**config.mk**
```make
export PLATFORM = sky130hd
export DESIGN_NAME = conv3d_tap_accumulator
export DESIGN_NICKNAME = d
export VERILOG_FILES = /design/src/rtl/conv3d_tap_accumulator.sv
export SDC_FILE = /design/constraint.sdc
export NUM_CORES = 1
export LEC_CHECK = 0
export ABC_CLOCK_PERIOD_IN_PS = 11500
export BUFFER_PORTS_ARGS = -buffer_cell sky130_fd_sc_hd__buf_2
export CAP_MARGIN = 0
export CELL_PAD_IN_SITES_DETAIL_PLACEMENT = 2
export CELL_PAD_IN_SITES_GLOBAL_PLACEMENT = 2
export CORE_AREA = 4 4 157 197
export DETAILED_ROUTE_END_ITERATION = 8
export DIE_AREA = 0 0 161 201
export GPL_ROUTABILITY_DRIVEN = 1
export GPL_TIMING_DRIVEN = 0
export PLACE_DENSITY = 0.9
export SETUP_SLACK_MARGIN = 0.4
export SKIP_CTS_REPAIR_TIMING = 1
export SLEW_MARGIN = 20
export SYNTH_ARGS = -nofsm -noshare
export SYNTH_HDL_FRONTEND = slang
export SYNTH_SLANG_ARGS = --single-unit
```
**constraint.sdc**
```tcl
create_clock -name clk -period 11.5 [get_ports clk]
set_clock_uncertainty 0.2 [all_clocks]
set_input_delay 0 -clock clk [delete_from_list [all_inputs] [get_ports clk]]
set_output_delay 0 -clock clk [all_outputs]
set_load 0.005 [all_outputs]
```
**src/rtl/conv3d_tap_accumulator.sv**
```systemverilog
// ---------------------------------------------------------------------------
// conv3d_tap_accumulator
//
// Purpose:
//   Last stage of the 3D-conv datapath. It sums TAPS signed tap products per
//   output voxel, starting from a per-voxel bias. The finished sum is rounded
//   half toward +inf, arithmetically shifted right by SHIFT and saturated to
//   DATA_W bits. The result is then held in a one-entry output register with
//   a last-voxel flag. The next voxel can accumulate while the previous result
//   waits for the consumer. Only the final tap of a voxel stalls, because it
//   needs the output register to be free.
//
// Parameters:
//   DATA_W   width of prod_data, bias_data, output_data (signed)
//   ACC_W    accumulator width, >= DATA_W + clog2(TAPS+1)
//   TAPS     products per voxel (>= 2)
//   OUT_VOL  voxels per output volume (period of last_out)
//   SHIFT    arithmetic right shift of the final sum (0 = none)
//
// Ports:
//   clk          in   1       clock, rising edge
//   rst_n        in   1       asynchronous reset, active low
//   valid_in     in   1       prod_data (and bias_data on tap 0) valid
//   ready_in     out  1       a tap can be accepted this cycle
//   prod_data    in   DATA_W  signed tap product
//   bias_data    in   DATA_W  signed bias, sampled on tap 0 only
//   valid_out    out  1       output_data holds a finished voxel
//   ready_out    in   1       downstream accepts the output this cycle
//   output_data  out  DATA_W  rounded, shifted, saturated voxel result
//   last_out     out  1       result is voxel OUT_VOL-1 of the volume
//   sat_flag     out  1       sticky: some result saturated since reset
//
// Operating states (implicit in tap_cnt / valid_out):
//   state     | meaning
//   ACC       | accumulating, output register empty
//   ACC+FULL  | accumulating, result held for downstream
//   STALL     | final tap waiting, result still held (ready_in low)
// ---------------------------------------------------------------------------
module conv3d_tap_accumulator #(
  parameter int DATA_W  = 32,
  parameter int ACC_W   = 48,
  parameter int TAPS    = 315,
  parameter int OUT_VOL = 64,
  parameter int SHIFT   = 16
) (
  input  logic              clk,
  input  logic              rst_n,
  input  logic              valid_in,
  output logic              ready_in,
  input  logic [DATA_W-1:0] prod_data,
  input  logic [DATA_W-1:0] bias_data,
  output logic              valid_out,
  input  logic              ready_out,
  output logic [DATA_W-1:0] output_data,
  output logic              last_out,
  output logic              sat_flag
);

  localparam int TAP_W = (TAPS > 1) ? $clog2(TAPS) : 1;
  localparam int VOX_W = (OUT_VOL > 1) ? $clog2(OUT_VOL) : 1;
  localparam int EXT_W = ACC_W - DATA_W;

  localparam logic [TAP_W-1:0] TAP_LAST = TAP_W'(TAPS - 1);
  localparam logic [VOX_W-1:0] VOX_LAST = VOX_W'(OUT_VOL - 1);

  // Rounding is done one bit wider than the accumulator, so adding half an
  // LSB to a near-full-scale sum cannot wrap. The shift form yields 0 when
  // SHIFT is 0, which avoids a negative shift amount.
  localparam logic signed [ACC_W:0] RND_ADD =
    ((ACC_W + 1)'(1) << SHIFT) >> 1;

  localparam logic signed [ACC_W:0] SAT_MAX =
    {{(EXT_W + 2){1'b0}}, {(DATA_W - 1){1'b1}}};
  localparam logic signed [ACC_W:0] SAT_MIN =
    {{(EXT_W + 2){1'b1}}, {(DATA_W - 1){1'b0}}};

  logic [TAP_W-1:0]        tap_cnt;
  logic [VOX_W-1:0]        vox_cnt;
  logic signed [ACC_W-1:0] acc;

  logic                    last_tap;
  logic                    first_tap;
  logic                    accept;
  logic                    load;
  logic                    drain;

  logic signed [ACC_W-1:0] prod_ext;
  logic signed [ACC_W-1:0] bias_ext;
  logic signed [ACC_W-1:0] sum_next;
  logic signed [ACC_W:0]   sum_wide;
  logic signed [ACC_W:0]   sum_rnd;
  logic signed [ACC_W:0]   sum_shr;
  logic                    sat_hi;
  logic                    sat_lo;
  logic [DATA_W-1:0]       result;

  // -------------------------------------------------------------------------
  // Handshake
  // -------------------------------------------------------------------------
  assign last_tap  = (tap_cnt == TAP_LAST);
  assign first_tap = (tap_cnt == '0);

  // Only the final tap needs the output register. Earlier taps keep flowing
  // while a result is held.
  assign ready_in = !(last_tap && valid_out && !ready_out);
  assign accept   = valid_in && ready_in;
  assign load     = accept && last_tap;
  assign drain    = valid_out && ready_out;

  // -------------------------------------------------------------------------
  // Accumulate, round, shift, saturate
  // -------------------------------------------------------------------------
  assign prod_ext = {{EXT_W{prod_data[DATA_W-1]}}, prod_data};
  assign bias_ext = {{EXT_W{bias_data[DATA_W-1]}}, bias_data};

  // On tap 0 the sum starts from the bias rather than from the stale acc.
  // For that reason the register needs no clear between voxels.
  assign sum_next = first_tap ? (bias_ext + prod_ext) : (acc + prod_ext);

  assign sum_wide = {sum_next[ACC_W-1], sum_next};
  assign sum_rnd  = sum_wide + RND_ADD;
  assign sum_shr  = sum_rnd >>> SHIFT;

  assign sat_hi = (sum_shr > SAT_MAX);
  assign sat_lo = (sum_shr < SAT_MIN);

  always_comb begin
    result = sum_shr[DATA_W-1:0];
    if (sat_hi) begin
      result = SAT_MAX[DATA_W-1:0];
    end else if (sat_lo) begin
      result = SAT_MIN[DATA_W-1:0];
    end
  end

  // -------------------------------------------------------------------------
  // Tap counter and accumulator
  // -------------------------------------------------------------------------
  always_ff @(posedge clk or negedge rst_n) begin
    if (!rst_n) begin
      tap_cnt <= '0;
      acc     <= '0;
    end else if (accept) begin
      acc <= sum_next;
      if (last_tap) begin
        tap_cnt <= '0;
      end else begin
        tap_cnt <= tap_cnt + TAP_W'(1);
      end
    end
  end

  // -------------------------------------------------------------------------
  // Output register and volume position
  // -------------------------------------------------------------------------
  // A load in the same cycle as a drain replaces the departing result, and
  // valid_out stays high. While a result is held and not drained, nothing
  // here changes, so output_data and last_out are stable.
  always_ff @(posedge clk or negedge rst_n) begin
    if (!rst_n) begin
      valid_out   <= 1'b0;
      output_data <= '0;
      last_out    <= 1'b0;
      vox_cnt     <= '0;
      sat_flag    <= 1'b0;
    end else begin
      if (load) begin
        valid_out   <= 1'b1;
        output_data <= result;
        last_out    <= (vox_cnt == VOX_LAST);
        if (vox_cnt == VOX_LAST) begin
          vox_cnt <= '0;
        end else begin
          vox_cnt <= vox_cnt + VOX_W'(1);
        end
        if (sat_hi || sat_lo) begin
          sat_flag <= 1'b1;
        end
      end else if (drain) begin
        valid_out <= 1'b0;
      end
    end
  end

endmodule

```
==> results of run 1 <==
sequential cells by signal, indices dropped and copies added, names as in the netlist:
| name | count |
|---|---|
| acc | 48 |
| output_data | 32 |
| tap_cnt | 9 |
| vox_cnt | 6 |
| last_out | 1 |
| sat_flag | 1 |
| valid_out | 1 |
power by group through the flow:
stage / clock network [W] / logic (W) / registers (W)
4_1_cts: 0.000396 / 0.00207 / 0.000521
6_report: 0.000393 / 0.00212 / 0.000523
2_1_floorplan: 0 / 0.00138 / 0.000500
3_5_place_dp: 0 / 0.00201 / 0.000524
3_3_place_gp: 0 / 0.00189 / 0.000515
5_1_grt: 0.000411 / 0.00230 / 0.000533
critical path: stages (launching register included):
cell	delay [ns]
sky130_fd_sc_hd__dfrtp_1	0.36
sky130_fd_sc_hd__clkbuf_1	0.18
sky130_fd_sc_hd__nor4_1	0.32
sky130_fd_sc_hd__and3_1	0.23
sky130_fd_sc_hd__clkbuf_1	0.59
sky130_fd_sc_hd__clkbuf_1	0.76
sky130_fd_sc_hd__clkbuf_1	0.46
sky130_fd_sc_hd__clkbuf_1	0.62
sky130_fd_sc_hd__clkbuf_1	0.79
sky130_fd_sc_hd__nand2_1	0.14
sky130_fd_sc_hd__nand2_1	0.15
sky130_fd_sc_hd__ha_1	0.24
sky130_fd_sc_hd__o211ai_1	0.22
sky130_fd_sc_hd__or3_1	0.38
sky130_fd_sc_hd__clkbuf_1	0.29
sky130_fd_sc_hd__nor3_2	0.60
sky130_fd_sc_hd__nor3b_1	0.32
sky130_fd_sc_hd__xor2_1	0.27
sky130_fd_sc_hd__a21oi_1	0.11
logic make-up (layout without fill, tap and decap cells):
logic type,count (synthesis),in the layout
and+or+nand+nor,533,533
xor gates and xnor gates,81,81
adders and majority gates,86,86
AOI/OAI and AO/OA,465,465
muxes,23,23
DFF,98,98
buffers and inverters,91,218
area by class of cell:
class                           instances  area share
Buffer                                 73     0.02751
Multi-Input combinational cell       1188      0.6349
Timing Repair Buffer                  111     0.05344
Sequential cell                        98      0.2066
Tap cell                              396     0.04174
Clock buffer                           10     0.02013
Inverter                               18    0.005691
Clock inverter                          6     0.01001
cells in the final DEF, fill, tap and decap left out, drive strengths merged, types with 5 or more instances in the layout:
| cell | Yosys | routed |
|---|---|---|
| a22oi | 5 | 5 |
| nand3 | 26 | 26 |
| nor4 | 12 | 12 |
| nor2b | 7 | 7 |
| ha | 84 | 84 |
| mux2i | 17 | 17 |
| and2 | 13 | 13 |
| a21oi | 138 | 138 |
| o21bai | 5 | 5 |
| or3 | 21 | 21 |
| and3 | 15 | 15 |
| o31ai | 7 | 7 |
| o21ai | 162 | 162 |
| inv | 18 | 21 |
| nor2 | 117 | 117 |
| nor4b | 5 | 5 |
| and4 | 5 | 5 |
| a21o | 24 | 24 |
| dfrtp | 98 | 98 |
| nand2b | 18 | 18 |
| xnor2 | 50 | 50 |
| nor3 | 37 | 37 |
| dlygate4sd3 | 0 | 7 |
| o211ai | 13 | 13 |
| buf | 23 | 127 |
| a21boi | 8 | 8 |
| clkbuf | 50 | 60 |
| a31oi | 17 | 17 |
| a211oi | 21 | 21 |
| mux2 | 6 | 6 |
| nand4 | 38 | 38 |
| xor2 | 31 | 31 |
| o21a | 19 | 19 |
| nand3b | 5 | 5 |
| nand2 | 195 | 195 |
| or2 | 7 | 7 |
routing by layer:
metal  part of all wire  routed length, µm
met2               0.52              25250
met3              0.043               2111
met1               0.37              18120
met5            0.00027                 13
met4              0.066               3196
worst max path at each step:
stage	start	end
detailed placement	tap_cnt[4]	output_data[13]
finish	tap_cnt[4]	output_data[13]
floorplan	tap_cnt[3]	output_data[13]
CTS	tap_cnt[4]	output_data[13]
global route	tap_cnt[4]	output_data[13]
global placement	tap_cnt[4]	output_data[13]
per-stage QoR:
step / hold WS (ns) / cells / cell area (µm²) / total power (W) / worst slack (ns)
finish: 0.01407 / 1900 / 11870 / 0.003035 / 4.108
global route: 0.07943 / 1900 / 11870 / 0.003242 / 4.100
CTS: -0.6881 / 1892 / 11780 / 0.002984 / 4.322
detailed placement: -0.2716 / 1876 / 11420 / 0.002535 / 4.527
global placement: 0.09235 / 1875 / 11390 / 0.002403 / 4.894
floorplan: -0.4956 / 1377 / 10380 / 0.001883 / 7.150
==> reports/summary.md, run 1 <==
* status: finished, final reports clean
* count of input and output buffers: 102
* number of antenna-violating nets in the routed design: 0
* setup repair after global routing missed its margin: false
* Root Buffer: sky130_fd_sc_hd__clkbuf_16
* sequential cell fraction of total power: 0.172
* number of H-tree levels: 3
* Initial Util: 0.3571
* worst hold-check path type: primary input to register
* clock sinks: 98
* CTS tree: done
* logic gate share of total power: 0.698
* number of setup violations in the final report: 0
* worst max-slew margin expressed relative to the limit: 0.3344
* fraction of synthesized area in multiplexers: 0.02289
* number of maximum-capacitance violations: 0
* Yosys top cell by area: sky130_fd_sc_hd__dfrtp_1
* layout cell share with drive strength beyond 1: 0.1297
* met3 usage in global routing: 0.05237
* GRT busiest layer: met2
* Clock Path Buffers: 2
* cell types occupying the most area after synthesis: sky130_fd_sc_hd__dfrtp_1, sky130_fd_sc_hd__ha_1, sky130_fd_sc_hd__nand2_1, sky130_fd_sc_hd__a21oi_1, sky130_fd_sc_hd__o21ai_0
* RePlAce Congestion: 0.9334
* cell types with the highest counts after synthesis: sky130_fd_sc_hd__nand2_1, sky130_fd_sc_hd__a21oi_1, sky130_fd_sc_hd__o21ai_0
* TritonCTS Buffers: 9
* Post-synth ARST share: 1.000
* cell count after synthesis: 1,377
* antenna diode count: 0
* post-synthesis net count: 1,531
* GRT Total Usage: 0.2960
* VDD IR-drop max: 0.0001110 V
* highest fanout seen on the critical path: 10
* die extent in x: 161 µm
* Hold Path Sink: acc[1]
* pin count of the biggest net entering global routing: 67
* P_leak: 5.123 nW
* fraction of the mapped netlist area in simple logic gates: 0.2485
* via count of the first global-routing pass: 13,162
* adder and majority cell fraction of the synthesized area: 0.1051
* number of cell rows: 70
* portion of the post-synthesis area used by sequential elements: 0.2362
* required time of the critical path: 11.57 ns
* Global Route met2 Usage: 0.5453
* pwr/cell area: 255.7 mW/mm²
* compound-cell area share of the yosys netlist: 0.2811
* internal power: 0.001364 W
* Global Route met1 Usage: 0.3136
* Post-Synth XOR/XNOR Area: 0.06832
* slack of the worst reg-to-reg path: 4.11 ns
* wire length of the first global-routing pass: 75.80 mm
* overall routed net length: 48.70 mm
* clock latency of the later-clocked register in the worst-skew pair: 0.39 ns
* number of design rule violations left after detail routing: 0
* launch point of the worst reg-to-reg path: tap_cnt[4]
* clock slew at reported path FFs: 0.09 ns
* type of the worst setup path: register to register
* multi-input gate area in the final layout: 0.007537 mm²
* top_reg_cell synth: sky130_fd_sc_hd__dfrtp_1
* initial antenna violation count: 1
* utilization after layout: 0.4083
* capture point of the worst reg-to-reg path: output_data[13]
* overall overflow remaining after global route: 0
* Core Footprint: 0.02908 mm²
* sequential standard cell area: 0.002452 mm²
* type of destination of the critical path: register
* Final Slew Violations: 0
* detailed placement HPWL: 38.41 mm
* Routed wire per std cell: 25.63 µm
* number of optimization iterations in the first detailed-route pass: 5
* die area: 0.03236 mm²
* Worst Reg-to-Reg Cells: 18
* synthesized area: 0.01038 mm²
* power spent charging and discharging nets: 0.001671 W
* synthesized area per cell: 7.541 µm²
* Worst EP arrival: 7.46 ns
* Synth top area share: 0.2362
* number of distinct standard cells referenced by the synthesized netlist: 82
* Highest Clock Rate: 135.3 MHz
* Hold Path Cell Cnt: 6
* fraction of the cycle the final worst path needs: 0.6428
* area growth from synthesis to final layout: 14.33%
* Final Hold Viols: 0
* net switching share of the total power: 0.5504
* Top-Level Pins: 104
* number of DRC violations after detailed-routing iteration 0: 753
* minimum clock period: 7.392 ns
* most used standard cell by instance count after synthesis: sky130_fd_sc_hd__nand2_1
* actual transition at the worst max-transition pin: 0.9879 ns
* critical path startpoint category: register
* number of nets in the final layout: 1,653
* clock share of power: 0.129
* Vert. Die Dim: 201 µm
* beginning of the worst hold path: bias_data[1]
* count of flip-flops with a built-in enable after synthesis: 0
* Vias/cell: 6.208
* combinational family with the most area after synthesis: compound AO/OA/AOI/OAI gates
* Setup Total Neg Slack: 0 ns
* number of synthesis warnings: 0
* register bit total from synthesis: 98
* number of inserted filler cells in the final layout: 3,464
* total via count after detailed routing: 11,796
(Power assumes the default switching activity.)
==> run 2, diff against run 1 <==
--- a/config.mk
+++ b/config.mk
@@ -5,17 +5,17 @@
 export SDC_FILE = /design/constraint.sdc
 export NUM_CORES = 1
 export LEC_CHECK = 0
-export ABC_CLOCK_PERIOD_IN_PS = 11500
+export ABC_CLOCK_PERIOD_IN_PS = 6800
 export BUFFER_PORTS_ARGS = -buffer_cell sky130_fd_sc_hd__buf_2
 export CAP_MARGIN = 0
 export CELL_PAD_IN_SITES_DETAIL_PLACEMENT = 2
 export CELL_PAD_IN_SITES_GLOBAL_PLACEMENT = 2
-export CORE_AREA = 4 4 157 197
+export CORE_AREA = 4 4 167 209
 export DETAILED_ROUTE_END_ITERATION = 8
-export DIE_AREA = 0 0 161 201
+export DIE_AREA = 0 0 171 213
 export GPL_ROUTABILITY_DRIVEN = 1
 export GPL_TIMING_DRIVEN = 0
-export PLACE_DENSITY = 0.9
+export PLACE_DENSITY = 0.85
 export SETUP_SLACK_MARGIN = 0.4
 export SKIP_CTS_REPAIR_TIMING = 1
 export SLEW_MARGIN = 20
==> constraint.sdc (replaced) <==
create_clock -name clk -period 6.8 [get_ports clk]
set_clock_uncertainty 0.2 [all_clocks]
set_input_delay 0 -clock clk [delete_from_list [all_inputs] [get_ports clk]]
set_output_delay 0 -clock clk [all_outputs]
set_load 0.005 [all_outputs]
==> run 2 against run 1 <==
Register-to-register slack got worse by 3.3 ns; routed wire length decreased by 5.2%; clock power is 53% higher; setup slack got worse by 3.3 ns; non-clock buffer count unchanged; hold slack got worse by 0.011 ns; fmax increased by 23%; core utilization is 4.6 points lower; count of clock-buffer cells in the layout decreased by 1; sequential cell count is the same; largest power group unchanged.
==> reports/summary.md, run 2 (same netlist as run 1, synthesis figures left out) <==
* setup repair after global routing missed its margin: false, unchanged
* number of cell rows: 74, was 70
* P_leak: 5.128 nW, was 5.123 nW
* Worst Reg-to-Reg Cells: 18, unchanged
* highest fanout seen on the critical path: 10, unchanged
* Bufs and invs on worst path: 7, unchanged
* Final Slew Violations: 0, unchanged
* capture point of the worst reg-to-reg path: output_data[13], unchanged
* standard cell with the maximum stage delay on the critical path: sky130_fd_sc_hd__buf_1, was sky130_fd_sc_hd__clkbuf_1
* dpl cells: 1,898, was 1,876
* slack of the worst reg-to-reg path: 0.79 ns, was 4.11 ns
* Largest register FFs: 48, unchanged
* logic depth of the worst path, buffers included: 18, unchanged
* required time of the critical path: 6.85 ns, was 11.57 ns
* detailed placement HPWL: 37.26 mm, was 38.41 mm
* number of design rule violations left after detail routing: 0, unchanged
* wire length of the first global-routing pass: 71.55 mm, was 75.80 mm
* Worst EP arrival: 6.07 ns, was 7.46 ns
* number of antenna-violating nets in the routed design: 0, unchanged
* pwr/cell area: 420.4 mW/mm², was 255.7 mW/mm²
* registers with the most flip-flops: acc (48), output_data (32), tap_cnt (9), unchanged
* type of destination of the critical path: register, unchanged
* delay of the slowest critical-path stage: 0.55 ns, was 0.79 ns
* status: finished, final reports clean, unchanged
* Core Footprint: 0.03278 mm², was 0.02908 mm²
* type of the worst setup path: register to register, unchanged
* pin count of the biggest net entering global routing: 71, was 67
* CTS tree: done, unchanged
* Global Route met2 Usage: 0.4574, was 0.5453
* die area: 0.03642 mm², was 0.03236 mm²
* met3 usage in global routing: 0.03463, was 0.05237
* TritonCTS Buffers: 9, unchanged
* sequential standard cell area: 0.002452 mm², unchanged
* Hold Path Cell Cnt: 5, was 6
* total via count after detailed routing: 11,483, was 11,796
* number of optimization iterations in the first detailed-route pass: 5, unchanged
* overall overflow remaining after global route: 0, unchanged
* Vias/cell: 5.971, was 6.208
* count of input and output buffers: 102, unchanged
* RePlAce Congestion: 0.8994, was 0.9334
* Clock Path Buffers: 2, unchanged
* die extent in x: 171 µm, was 161 µm
* cell family with the largest share of critical-path delay: buffers and inverters, unchanged
* Routed wire per std cell: 24.01 µm, was 25.63 µm
* layout cell share with drive strength beyond 1: 0.1330, was 0.1297
* Global Route met1 Usage: 0.2838, was 0.3136
* clock sinks: 98, unchanged
* CP startpoint: tap_cnt[0], was tap_cnt[4]
* VDD IR-drop max: 0.0001652 V, was 0.0001110 V
* cells traversed along the worst timing path: inv_1 > ha_1 > nand3_1 > buf_2 > buf_1 > clkbuf_1 > buf_2 > clkbuf_2 > nand2_1 > nand2_1 > ha_1 > o211ai_1 > or3_1 > clkbuf_1 > nor3_4 > nor3b_1 > xor2_1 > a21oi_1, was clkbuf_1 > nor4_1 > and3_1 > clkbuf_1 > clkbuf_1 > clkbuf_1 > clkbuf_1 > clkbuf_1 > nand2_1 > nand2_1 > ha_1 > o211ai_1 > or3_1 > clkbuf_1 > nor3_2 > nor3b_1 > xor2_1 > a21oi_1
* Initial Util: 0.3168, was 0.3571
* area growth from synthesis to final layout: 14.38%, was 14.33%
* initial antenna violation count: 2, was 1
* worst max-slew margin expressed relative to the limit: 0.3514, was 0.3344
* number of setup violations in the final report: 0, unchanged
* via count of the first global-routing pass: 12,802, was 13,162
* GRT busiest layer: met2, unchanged
* Highest Clock Rate: 166.3 MHz, was 135.3 MHz
* Final Hold Viols: 0, unchanged
* launch point of the worst reg-to-reg path: tap_cnt[0], was tap_cnt[4]
* GRT Total Usage: 0.2506, was 0.2960
* actual transition at the worst max-transition pin: 0.9729 ns, was 0.9879 ns
* number of H-tree levels: 3, unchanged
* number of maximum-capacitance violations: 0, unchanged
* minimum clock period: 6.015 ns, was 7.392 ns
* number of inserted filler cells in the final layout: 3,923, was 3,464
* critical path startpoint category: register, unchanged
* worst hold-check path type: primary input to register, unchanged
* leading cell types in the layout, fill and taps excluded: sky130_fd_sc_hd__nand2_1, sky130_fd_sc_hd__a21oi_1, sky130_fd_sc_hd__o21ai_0, unchanged
* non-filler instance count after layout: 1,923, was 1,900
* number of nets in the final layout: 1,653, unchanged
* Vert. Die Dim: 213 µm, was 201 µm
* fraction of the cycle the final worst path needs: 0.8845, was 0.6428
* clock slew at reported path FFs: 0.09 ns, about the same
* commonest non-fill, non-tap cell in the layout: sky130_fd_sc_hd__nand2_1, unchanged
* Root Buffer: sky130_fd_sc_hd__clkbuf_16, unchanged
* number of DRC violations after detailed-routing iteration 0: 588, was 753
* Worst Setup EP: output_data[13], unchanged
* register with the most flip-flops: acc, unchanged
* overall routed net length: 46.17 mm, was 48.70 mm
* multi-input gate area in the final layout: 0.007543 mm², was 0.007537 mm²
* hold slack: 0.003362 ns, was 0.01407 ns
* clock latency of the later-clocked register in the worst-skew pair: 0.38 ns, was 0.39 ns
* Top-Level Pins: 104, unchanged
run 2: changes by cell type in the layout (fill, tap and decap cells not counted):
cell / delta
sky130_fd_sc_hd__clkbuf_1: -5
sky130_fd_sc_hd__clkbuf_2: +5
sky130_fd_sc_hd__bufinv_16: -2
sky130_fd_sc_hd__clkbuf_8: -1
sky130_fd_sc_hd__clkinv_4: +1
sky130_fd_sc_hd__clkinv_8: +1
sky130_fd_sc_hd__diode_2: +1
sky130_fd_sc_hd__inv_8: +1
sky130_fd_sc_hd__nor3_2: -1
sky130_fd_sc_hd__nor3_4: +1
run 2: cell type report:
cell class / count / area share
multi-input cells: 1188 / 0.6352
well taps: 418 / 0.04404
flip-flops and latches: 98 / 0.2065
clock inverters: 7 / 0.008007
diodes: 1 / 0.0002107
inverters: 18 / 0.005689
clock buffers: 9 / 0.01896
repair buffers: 111 / 0.05341
plain buffers: 73 / 0.02802
run 2: worst min-delay path by stage:
| stage | startpoint | endpoint | slack (ns) |
|---|---|---|---|
| 2_1_floorplan | rst_n | acc[0] | -0.50 |
| 3_3_place_gp | ready_out | valid_out | 0.09 |
| 3_5_place_dp | rst_n | output_data[30] | -0.28 |
| 4_1_cts | rst_n | acc[35] | -0.69 |
| 5_1_grt | bias_data[1] | acc[1] | 0.10 |
| 6_report | bias_data[2] | acc[2] | 0.003 |
run 2: per-stage QoR:
step / setup slack, ns / cell area (µm²) / utilization / power (W) / TNS (ns)
after floorplan: 2.450 / 10380 / - / 0.003184 / 0
after global placement: 0.1312 / 11420 / 0.3483 / 0.004099 / 0
after detailed placement: -0.2738 / 11450 / 0.3494 / 0.004278 / -0.5510
after CTS: -0.2948 / 11770 / 0.3591 / 0.004928 / -0.7224
after global routing: 0.4933 / 11870 / 0.3623 / 0.005368 / 0
final: 0.7855 / 11880 / 0.3623 / 0.004993 / 0
run 2: metal layers:
layer  part of all wire  vias to the layer above
li1                   -                     5301
met1               0.40                     5766
met2               0.51                      293
met3              0.037                      123
met4              0.052                        0
met5                  0                        -
run 2: worst register-to-register path, delay by kind of cell, from the launching register on:
kind,cells,cell delay [ns]
AOI/OAI and AO/OA,2,0.34
xor gates and xnor gates,1,0.28
adders and majority gates,2,0.47
buffers and inverters,7,2.57
DFF,1,0.43
and+or+nand+nor,6,1.61
run 2: where the power goes:
group          switching (W)  internal, W  leakage (nW)
sequential          0.000119     0.000758          1.23
combinational        0.00234      0.00117          3.74
clock               0.000302     0.000299         0.157
